$ cat config.mk
export PLATFORM = sky130hd
export DESIGN_NAME = button_conditioner
export DESIGN_NICKNAME = d
export VERILOG_FILES = /design/src/rtl/button_conditioner.sv
export SDC_FILE = /design/constraint.sdc
export NUM_CORES = 1
export LEC_CHECK = 0
export BUFFER_PORTS_ARGS = -buffer_cell sky130_fd_sc_hd__buf_2
export CORE_UTILIZATION = 40
export DETAILED_ROUTE_END_ITERATION = 12
export GPL_TIMING_DRIVEN = 1
export SYNTH_ARGS = -nofsm -noshare
export SYNTH_HDL_FRONTEND = slang
export SYNTH_SLANG_ARGS = --single-unit
$ cat constraint.sdc
create_clock -name sysclk -period 5.2 [get_ports sysclk]
set_input_delay 0.52 -clock sysclk [delete_from_list [all_inputs] [get_ports sysclk]]
set_output_delay 0.52 -clock sysclk [all_outputs]
set_load 0.05 [all_outputs]
$ cat src/rtl/button_conditioner.sv
// Plus/Minus push-button front end: synchronise, debounce and turn presses
// into single-cycle step pulses with auto-repeat while a button is held.
// Channel 0 is Plus, channel 1 is Minus. Each channel has the same pipeline:
// a synchroniser, a debouncer and a small FSM. The FSMs look at each other's
// debounced level so that holding both buttons never produces a step.
module button_conditioner #(
  parameter int DEBOUNCE_CYCLES = 1000000,
  parameter int REPEAT_DELAY    = 50000000,
  parameter int REPEAT_RATE     = 10000000,
  parameter int CNT_W           = 27
) (
  input  logic sysclk,
  input  logic rst_n,
  input  logic Bt_Plus_Raw,
  input  logic Bt_Minus_Raw,
  input  logic Enable,
  output logic Plus_Pulse,
  output logic Minus_Pulse,
  output logic Plus_Level,
  output logic Minus_Level
);

  typedef enum logic [2:0] {
    IDLE,
    HOLD,
    REPEAT,
    WAIT_RELEASE,
    LOCK
  } state_t;

  localparam logic [CNT_W-1:0] DB_LAST    = CNT_W'(DEBOUNCE_CYCLES - 1);
  localparam logic [CNT_W-1:0] DELAY_LAST = CNT_W'(REPEAT_DELAY - 1);
  localparam logic [CNT_W-1:0] RATE_LAST  = CNT_W'(REPEAT_RATE - 1);
  localparam logic [CNT_W-1:0] CNT_MAX    = '1;
  localparam logic [CNT_W-1:0] CNT_ONE    = CNT_W'(1);

  logic [1:0] raw;
  logic [1:0] level;
  logic [1:0] pulse;

  assign raw = {Bt_Minus_Raw, Bt_Plus_Raw};

  for (genvar gi = 0; gi < 2; gi++) begin : g_chan
    localparam int OTHER = 1 - gi;

    logic             s1_q;
    logic             s2_q;
    logic             level_q;
    logic             pulse_q;
    logic [CNT_W-1:0] dcnt_q;
    logic [CNT_W-1:0] hcnt_q;
    state_t           state_q;
    logic             both_held;

    // Both debounced levels high means a conflicting press: neither channel steps.
    assign both_held = level_q & level[OTHER];

    // Two-flop synchroniser for the asynchronous button input.
    always_ff @(posedge sysclk) begin
      if (!rst_n) begin
        s1_q <= 1'b0;
        s2_q <= 1'b0;
      end else begin
        s1_q <= raw[gi];
        s2_q <= s1_q;
      end
    end

    // Debounce: the level only follows s2 after it has disagreed for
    // DEBOUNCE_CYCLES consecutive samples; any agreement restarts the count.
    always_ff @(posedge sysclk) begin
      if (!rst_n) begin
        dcnt_q  <= '0;
        level_q <= 1'b0;
      end else if (s2_q == level_q) begin
        dcnt_q <= '0;
      end else if (dcnt_q == DB_LAST) begin
        dcnt_q  <= '0;
        level_q <= ~level_q;
      end else begin
        dcnt_q <= dcnt_q + CNT_ONE;
      end
    end

    // Press / auto-repeat FSM with a registered one-cycle pulse output.
    // A pulse is only ever issued while the other level is low, which keeps
    // the Plus and Minus pulses mutually exclusive.
    always_ff @(posedge sysclk) begin
      if (!rst_n) begin
        state_q <= IDLE;
        hcnt_q  <= '0;
        pulse_q <= 1'b0;
      end else begin
        pulse_q <= 1'b0;
        if (both_held) begin
          state_q <= LOCK;
          hcnt_q  <= '0;
        end else begin
          case (state_q)
            IDLE: begin
              hcnt_q <= '0;
              if (level_q) begin
                if (Enable) begin
                  pulse_q <= 1'b1;
                  state_q <= HOLD;
                end else begin
                  state_q <= WAIT_RELEASE;
                end
              end
            end
            HOLD, REPEAT: begin
              if (!level_q) begin
                state_q <= IDLE;
                hcnt_q  <= '0;
              end else if (!Enable) begin
                state_q <= WAIT_RELEASE;
                hcnt_q  <= '0;
              end else if (hcnt_q == ((state_q == HOLD) ? DELAY_LAST : RATE_LAST)) begin
                pulse_q <= 1'b1;
                state_q <= REPEAT;
                hcnt_q  <= '0;
              end else if (hcnt_q != CNT_MAX) begin
                hcnt_q <= hcnt_q + CNT_ONE;
              end
            end
            WAIT_RELEASE: begin
              hcnt_q <= '0;
              if (!level_q) state_q <= IDLE;
            end
            LOCK: begin
              // Other level is low here, so a still-held channel must wait.
              hcnt_q  <= '0;
              state_q <= level_q ? WAIT_RELEASE : IDLE;
            end
            default: begin
              state_q <= IDLE;
              hcnt_q  <= '0;
            end
          endcase
        end
      end
    end

    assign level[gi] = level_q;
    assign pulse[gi] = pulse_q;
  end

  assign Plus_Pulse  = pulse[0];
  assign Minus_Pulse = pulse[1];
  assign Plus_Level  = level[0];
  assign Minus_Level = level[1];

endmodule

# Word-level counts from Yosys, hierarchy flattened
# Cells that the tools add are included.
# word_totals
register_bits,122
input_bits,5
out_inout_bits,4
# op_classes
addsub,4
n_eq_ne,28
n_mux,30
n_bitwise,9
n_reduce_logical,15
# ops
cell,n
$add 27x1->27 const B,4
$eq 27x20->1 const B,2
$eq 27x26->1,2
$ne 27x27->1 const B,2
$mux 26,2
$mux 3,12
$pmux 3 s4,2
$eq 3x2->1 const B,4
$ne 3x3->1 const B,4
$reduce_and 3->1,4
$reduce_or 6->1,2
$ne 5x5->1 const B,2
$mux 1,9
$ne 2x2->1 const B,4
$ne 4x4->1 const B,2
$not 1->1,8
$eq 3x1->1 const B,2
$eq 3x3->1 const B,2
$logic_not 3->1,2
$mux 2,3
$reduce_or 2->1,3
$reduce_or 3->1,2
$pmux 1 s2,2
$reduce_and 2->1,2
other kinds (2),3

# Logic depth before layout (Yosys ltp)
# logic_depth
ltp_word,8
mapped_depth,8
mapped_depth_nobuf,6

# Worst setup path after synthesis
# Ideal clock, no wire load.
# synth_path
path_kind,register to register
startpoint,register g_chan[1].hcnt_q[0]
endpoint,register g_chan[1].hcnt_q[3]
t_arrival_ns,1.871
slack_ns,3.215
stages_incl_launch_ff,8
path_buffers,1
period_less_slack_ns,1.985
path_cell_list,dfxtp_1 -> ha_1 -> nand4_1 -> nor4_2 -> a21o_1 -> buf_4 -> xor2_1 -> nor2_1
# synth_via
elab_chain_cells,2
# synth_rtl
element,line,source
start: declaration,51,logic [CNT_W-1:0] hcnt_q;
start signal: assignment,123,hcnt_q <= hcnt_q + CNT_ONE;
"parallel branches: the longest is 2 deep, another holds $add 27x1->27",--,
# Several ways; the timed one is not identified.
# A chain may end at the register's enable or synchronous reset.

# Worst setup path after layout
# layout_path
startpoint,register g_chan[0].hcnt_q[0]
endpoint,register g_chan[0].hcnt_q[23]
# layout_via
elab_chain_cells,2
# layout_rtl
element,line
start: declaration,51
start signal: assignment,123
"parallel branches: the longest is 2 deep, another holds $add 27x1->27",--
# Several ways; the timed one is not identified.

==> metrics.txt <==
# TYPE chip_impl_metric gauge
chip_impl_metric{name="drt_pre_antenna_iters",unit=""} 4
chip_impl_metric{name="power.density",unit="nW/um^2"} 347
chip_impl_metric{name="post_route_cells_drive_above_1_share",unit="%"} 8.43
chip_impl_metric{name="cap_violations",unit=""} 0
chip_impl_metric{name="timing.clock.skew",unit="ps"} 9.11
chip_impl_metric{name="timing.slew.headroom",unit="%"} 14.9
chip_impl_metric{name="cts.hold.buffers_added",unit=""} 0
chip_impl_metric{name="h_tree_level_count",unit=""} 4
chip_impl_metric{name="grt_overflow_total",unit=""} 0
chip_impl_metric{name="yosys_warnings",unit=""} 0
chip_impl_metric{name="grt_use_total",unit="%"} 17.0
chip_impl_metric{name="initial_utilization",unit="%"} 41.4
chip_impl_metric{name="finish.net_count",unit=""} 720
chip_impl_metric{name="post_synth_inst_count",unit=""} 716
chip_impl_metric{name="first_iter_violations",unit=""} 382
chip_impl_metric{name="syn_area",unit="um^2"} 6080
chip_impl_metric{name="postRouteAntennaNets",unit=""} 0
chip_impl_metric{name="filler_cell_count",unit=""} 1409
chip_impl_metric{name="dieArea",unit="um^2"} 15700
chip_impl_metric{name="holdWs",unit="ps"} 304
chip_impl_metric{name="number_of_global_route_vias_before_repair",unit=""} 4752
chip_impl_metric{name="instances_no_fill",unit=""} 908
chip_impl_metric{name="leakagePower",unit="uW"} 0.00199
chip_impl_metric{name="combPwrFrac",unit="%"} 5.6
chip_impl_metric{name="die_y",unit="um"} 125
chip_impl_metric{name="dp.cells",unit=""} 876
chip_impl_metric{name="rows",unit=""} 44
chip_impl_metric{name="antenna_cells_inserted",unit=""} 0
chip_impl_metric{name="seq_power_share",unit="%"} 41.3
chip_impl_metric{name="syn-num-nets",unit=""} 725
chip_impl_metric{name="ir_drop",unit="mV"} 0.222
chip_impl_metric{name="drc",unit=""} 0
chip_impl_metric{name="post-layout-total-power",unit="uW"} 2370
chip_impl_metric{name="area_occupied_by_registers",unit="um^2"} 2440
chip_impl_metric{name="syn_area_per_cell",unit="um^2"} 8.49
chip_impl_metric{name="die_w",unit="um"} 125
chip_impl_metric{name="post_cts_resized",unit=""} 0
chip_impl_info{name="min_path_type",value="input port to register"} 1
chip_impl_metric{name="total_via_count_after_detailed_routing",unit=""} 5006
chip_impl_info{name="outcome",value="completed"} 1
chip_impl_metric{name="synth.yosys.seq_area_share",unit="%"} 40.2
chip_impl_metric{name="drt-vias-per-instance",unit=""} 5.51
chip_impl_metric{name="detailed_place_hpwl",unit="um"} 8480
chip_impl_metric{name="max_slew.worst_pin.slew",unit="ps"} 1270
chip_impl_metric{name="routed_wire_length_per_instance",unit="um"} 13.9
chip_impl_metric{name="routabilityCongestion",unit=""} 0.821
chip_impl_metric{name="initial_antenna_violation_count",unit=""} 0
chip_impl_metric{name="worstPathArrival",unit="ps"} 3140
chip_impl_metric{name="p_sw_share",unit="%"} 22.4
chip_impl_info{name="slowest_stage",value="sky130_fd_sc_hd__o31ai_1"} 1
chip_impl_metric{name="report.final.setup_viol",unit=""} 0
chip_impl_metric{name="tritoncts.num_buffers",unit=""} 17
chip_impl_info{name="root_buffer",value="sky130_fd_sc_hd__clkbuf_16"} 1
chip_impl_metric{name="timing.setup.tns",unit="ps"} 0
chip_impl_metric{name="total_count_of_hold_check_failures_in_the_final_report",unit=""} 0
chip_impl_info{name="critical_path.startpoint_type",value="register"} 1
chip_impl_metric{name="pin_count_of_the_biggest_net_entering_global_routing",unit=""} 28
chip_impl_metric{name="multiInputGateArea",unit="um^2"} 3380
chip_impl_metric{name="number_of_input_and_output_port_buffers_inserted",unit=""} 8
chip_impl_metric{name="worstPathRequired",unit="ps"} 5460
chip_impl_metric{name="insertion_delay",unit="ps"} 420
chip_impl_metric{name="yosys.cell_types.count",unit=""} 62
chip_impl_metric{name="global_route_wire_length_before_repair",unit="um"} 22000
chip_impl_metric{name="layout.core_utilization",unit="%"} 46.4
chip_impl_info{name="synthFlopType",value="sky130_fd_sc_hd__dfxtp_1"} 1
chip_impl_metric{name="floorplan.io_pins",unit=""} 9
chip_impl_info{name="critPathKind",value="register to register"} 1
chip_impl_metric{name="power.clock.fraction",unit="%"} 53.2
chip_impl_metric{name="drt-total-wl",unit="um"} 12600
chip_impl_metric{name="area_growth_syn_to_layout",unit="%"} 12.2
chip_impl_info{name="crit_path_end_kind",value="register"} 1
chip_impl_metric{name="worst_path_largest_cell_delay",unit="ps"} 1180
chip_impl_metric{name="power.net_switching",unit="uW"} 530
chip_impl_metric{name="core_region_area",unit="um^2"} 14700
chip_impl_metric{name="fin_crit",unit="ps"} 2890
chip_impl_metric{name="max_freq",unit="MHz"} 347
chip_impl_metric{name="timing.final.crit_share",unit="%"} 55.5
chip_impl_metric{name="clkTransAtPathRegs",unit="ps"} 60
chip_impl_metric{name="internal_power",unit="uW"} 1840
chip_impl_info{name="rsz0062_at_grt",value="false"} 1
chip_impl_metric{name="synth.ff_latch_count",unit=""} 122
chip_impl_metric{name="cts_post_setup_buffers_inserted",unit=""} 0
chip_impl_info{name="worst_path_cell_chain",value="ha_1 > and2_1 > nand4_1 > o31ai_1 > or4_4 > a21oi_2"} 1
chip_impl_info{name="cts_tree",value="built"} 1
chip_impl_metric{name="report.final.slew_viol_count",unit=""} 0
chip_impl_metric{name="cts_sinks",unit=""} 122
chip_impl_metric{name="edff_count_synth",unit=""} 0
chip_impl_metric{name="cts_max_path_buffers",unit=""} 2
chip_impl_metric{name="critical_path.max_fanout",unit=""} 13
chip_impl_metric{name="synth_async_sr_flop_share",unit="%"} 0
==> stage by stage <==
stage / instance area (um^2) / setup WS [ps]
after floorplan: 6080 / 3220
after global placement: 6190 / 2590
after detailed placement: 6190 / 2380
after CTS: 6820 / 2380
after global routing: 6820 / 2060
final: 6820 / 2310
==> cells in the final DEF, fill, tap and decap left out, types with 3 or more instances in the layout <==
master	instances
sky130_fd_sc_hd__dfxtp_1	122
sky130_fd_sc_hd__nor2_1	104
sky130_fd_sc_hd__xnor2_1	60
sky130_fd_sc_hd__nand2_1	42
sky130_fd_sc_hd__nand3_1	37
sky130_fd_sc_hd__a21oi_1	31
sky130_fd_sc_hd__nor4_1	27
sky130_fd_sc_hd__nand4_1	26
sky130_fd_sc_hd__inv_1	23
sky130_fd_sc_hd__nor3_1	20
sky130_fd_sc_hd__or4_1	17
sky130_fd_sc_hd__clkbuf_16	17
sky130_fd_sc_hd__xor2_1	16
sky130_fd_sc_hd__o31ai_1	16
sky130_fd_sc_hd__and3_1	14
sky130_fd_sc_hd__a211oi_1	10
sky130_fd_sc_hd__and4_1	9
sky130_fd_sc_hd__and2_1	9
sky130_fd_sc_hd__or3_1	9
sky130_fd_sc_hd__o21ai_0	9
sky130_fd_sc_hd__nor4b_1	8
sky130_fd_sc_hd__buf_2	8
sky130_fd_sc_hd__or2_2	6
sky130_fd_sc_hd__mux2i_1	6
sky130_fd_sc_hd__nor2b_1	5
sky130_fd_sc_hd__nand2b_1	5
sky130_fd_sc_hd__nor4_2	4
sky130_fd_sc_hd__maj3_1	4
sky130_fd_sc_hd__ha_1	4
sky130_fd_sc_hd__bufinv_16	4
sky130_fd_sc_hd__clkinvlp_4	4
sky130_fd_sc_hd__nand3b_1	3
sky130_fd_sc_hd__inv_6	3
==> flip-flops by register name, indices dropped and copies added, names as in the netlist <==
signal / flops
g_chan.s2_q: 2
Minus_Pulse: 1
Minus_Level: 1
g_chan.s1_q: 2
g_chan.hcnt_q: 54
g_chan.dcnt_q: 54
Plus_Pulse: 1
Plus_Level: 1
g_chan.state_q: 6
==> power groups by stage <==
stage	combinational, uW	sequential, uW	clock (uW)
3_5_place_dp	132	997	0
4_1_cts	132	977	1280
5_1_grt	150	980	1330
3_3_place_gp	127	996	0
2_1_floorplan	139	972	0
6_report	132	977	1260
==> worst max-delay path, delay by kind of cell (launching register included) <==
family | cells | cell delay, ps
adder cells (fa/ha/maj) | 1 | 190
flip-flops | 1 | 380
AND/OR/NAND/NOR | 3 | 930
AO/OA/AOI/OAI | 2 | 1230
==> routing by layer <==
metal / vias to the layer above / track usage [%] / routed length [um]
met4: 0 / 6.17 / 136
met1: 2339 / 22.2 / 6300
met2: 86 / 26.9 / 5700
li1: 2568 / - / -
met5: - / 0 / 0
met3: 13 / 4.62 / 487
==> cells in the mapped netlist, drive strengths merged, types with 2 or more instances <==
cell | count | area, um^2
and4 | 10 | 88.8
nand2 | 42 | 158
dfxtp | 122 | 2440
nand4 | 28 | 188
nor2 | 104 | 390
nor4 | 31 | 213
a21oi | 32 | 164
nand4b | 2 | 17.5
a211oi | 10 | 75.1
clkbuf | 16 | 61.3
nand3b | 4 | 33.8
nor2b | 5 | 31.3
inv | 23 | 86.3
maj3 | 4 | 40.0
o22ai | 2 | 12.5
mux2i | 6 | 60.1
a211o | 2 | 17.5
nand3 | 37 | 185
and2 | 10 | 62.6
o21ai | 9 | 45.0
nor3 | 20 | 100
ha | 4 | 50.1
and3 | 14 | 87.6
xnor2 | 60 | 526
o211a | 2 | 20.0
or4bb | 2 | 22.5
or3 | 9 | 56.3
or4 | 19 | 148
nand2b | 5 | 31.3
xor2 | 16 | 140
a31oi | 2 | 12.5
buf | 17 | 116
or2 | 7 | 46.3
nor4b | 8 | 70.1
o2111a | 2 | 22.5
o31ai | 16 | 120
a21o | 2 | 15.0
==> cell type report <==
class / instances / share of cell area [%]
clock buffers: 19 / 6.49
flip-flops and latches: 122 / 35.8
multi-input cells: 538 / 49.6
inverters: 23 / 1.27
well taps: 184 / 3.37
repair buffers: 9 / 0.697
clock inverters: 13 / 2.79
==> worst paths after layout <==
| check | from | end | slack (ps) | cells after the start |
|---|---|---|---|---|
| max reg2reg | g_chan[0].hcnt_q[0] | g_chan[0].hcnt_q[23] | 2310 | 6 |
| max | g_chan[0].hcnt_q[0] | g_chan[0].hcnt_q[23] | 2310 | 6 |
| min | Bt_Plus_Raw | g_chan[0].s1_q | 300 | 2 |
| min reg2reg | g_chan[1].s1_q | g_chan[1].s2_q | 440 | 1 |
==> kinds of logic after synthesis <==
group / synth area share, %
mux: 0.987
xor+xnor: 10.9
buf+inv: 4.34
simple gates: 32.4
fa+ha+maj: 1.48
flops: 40.2
compound gates: 9.73
Power figures use the tool's default switching activity.
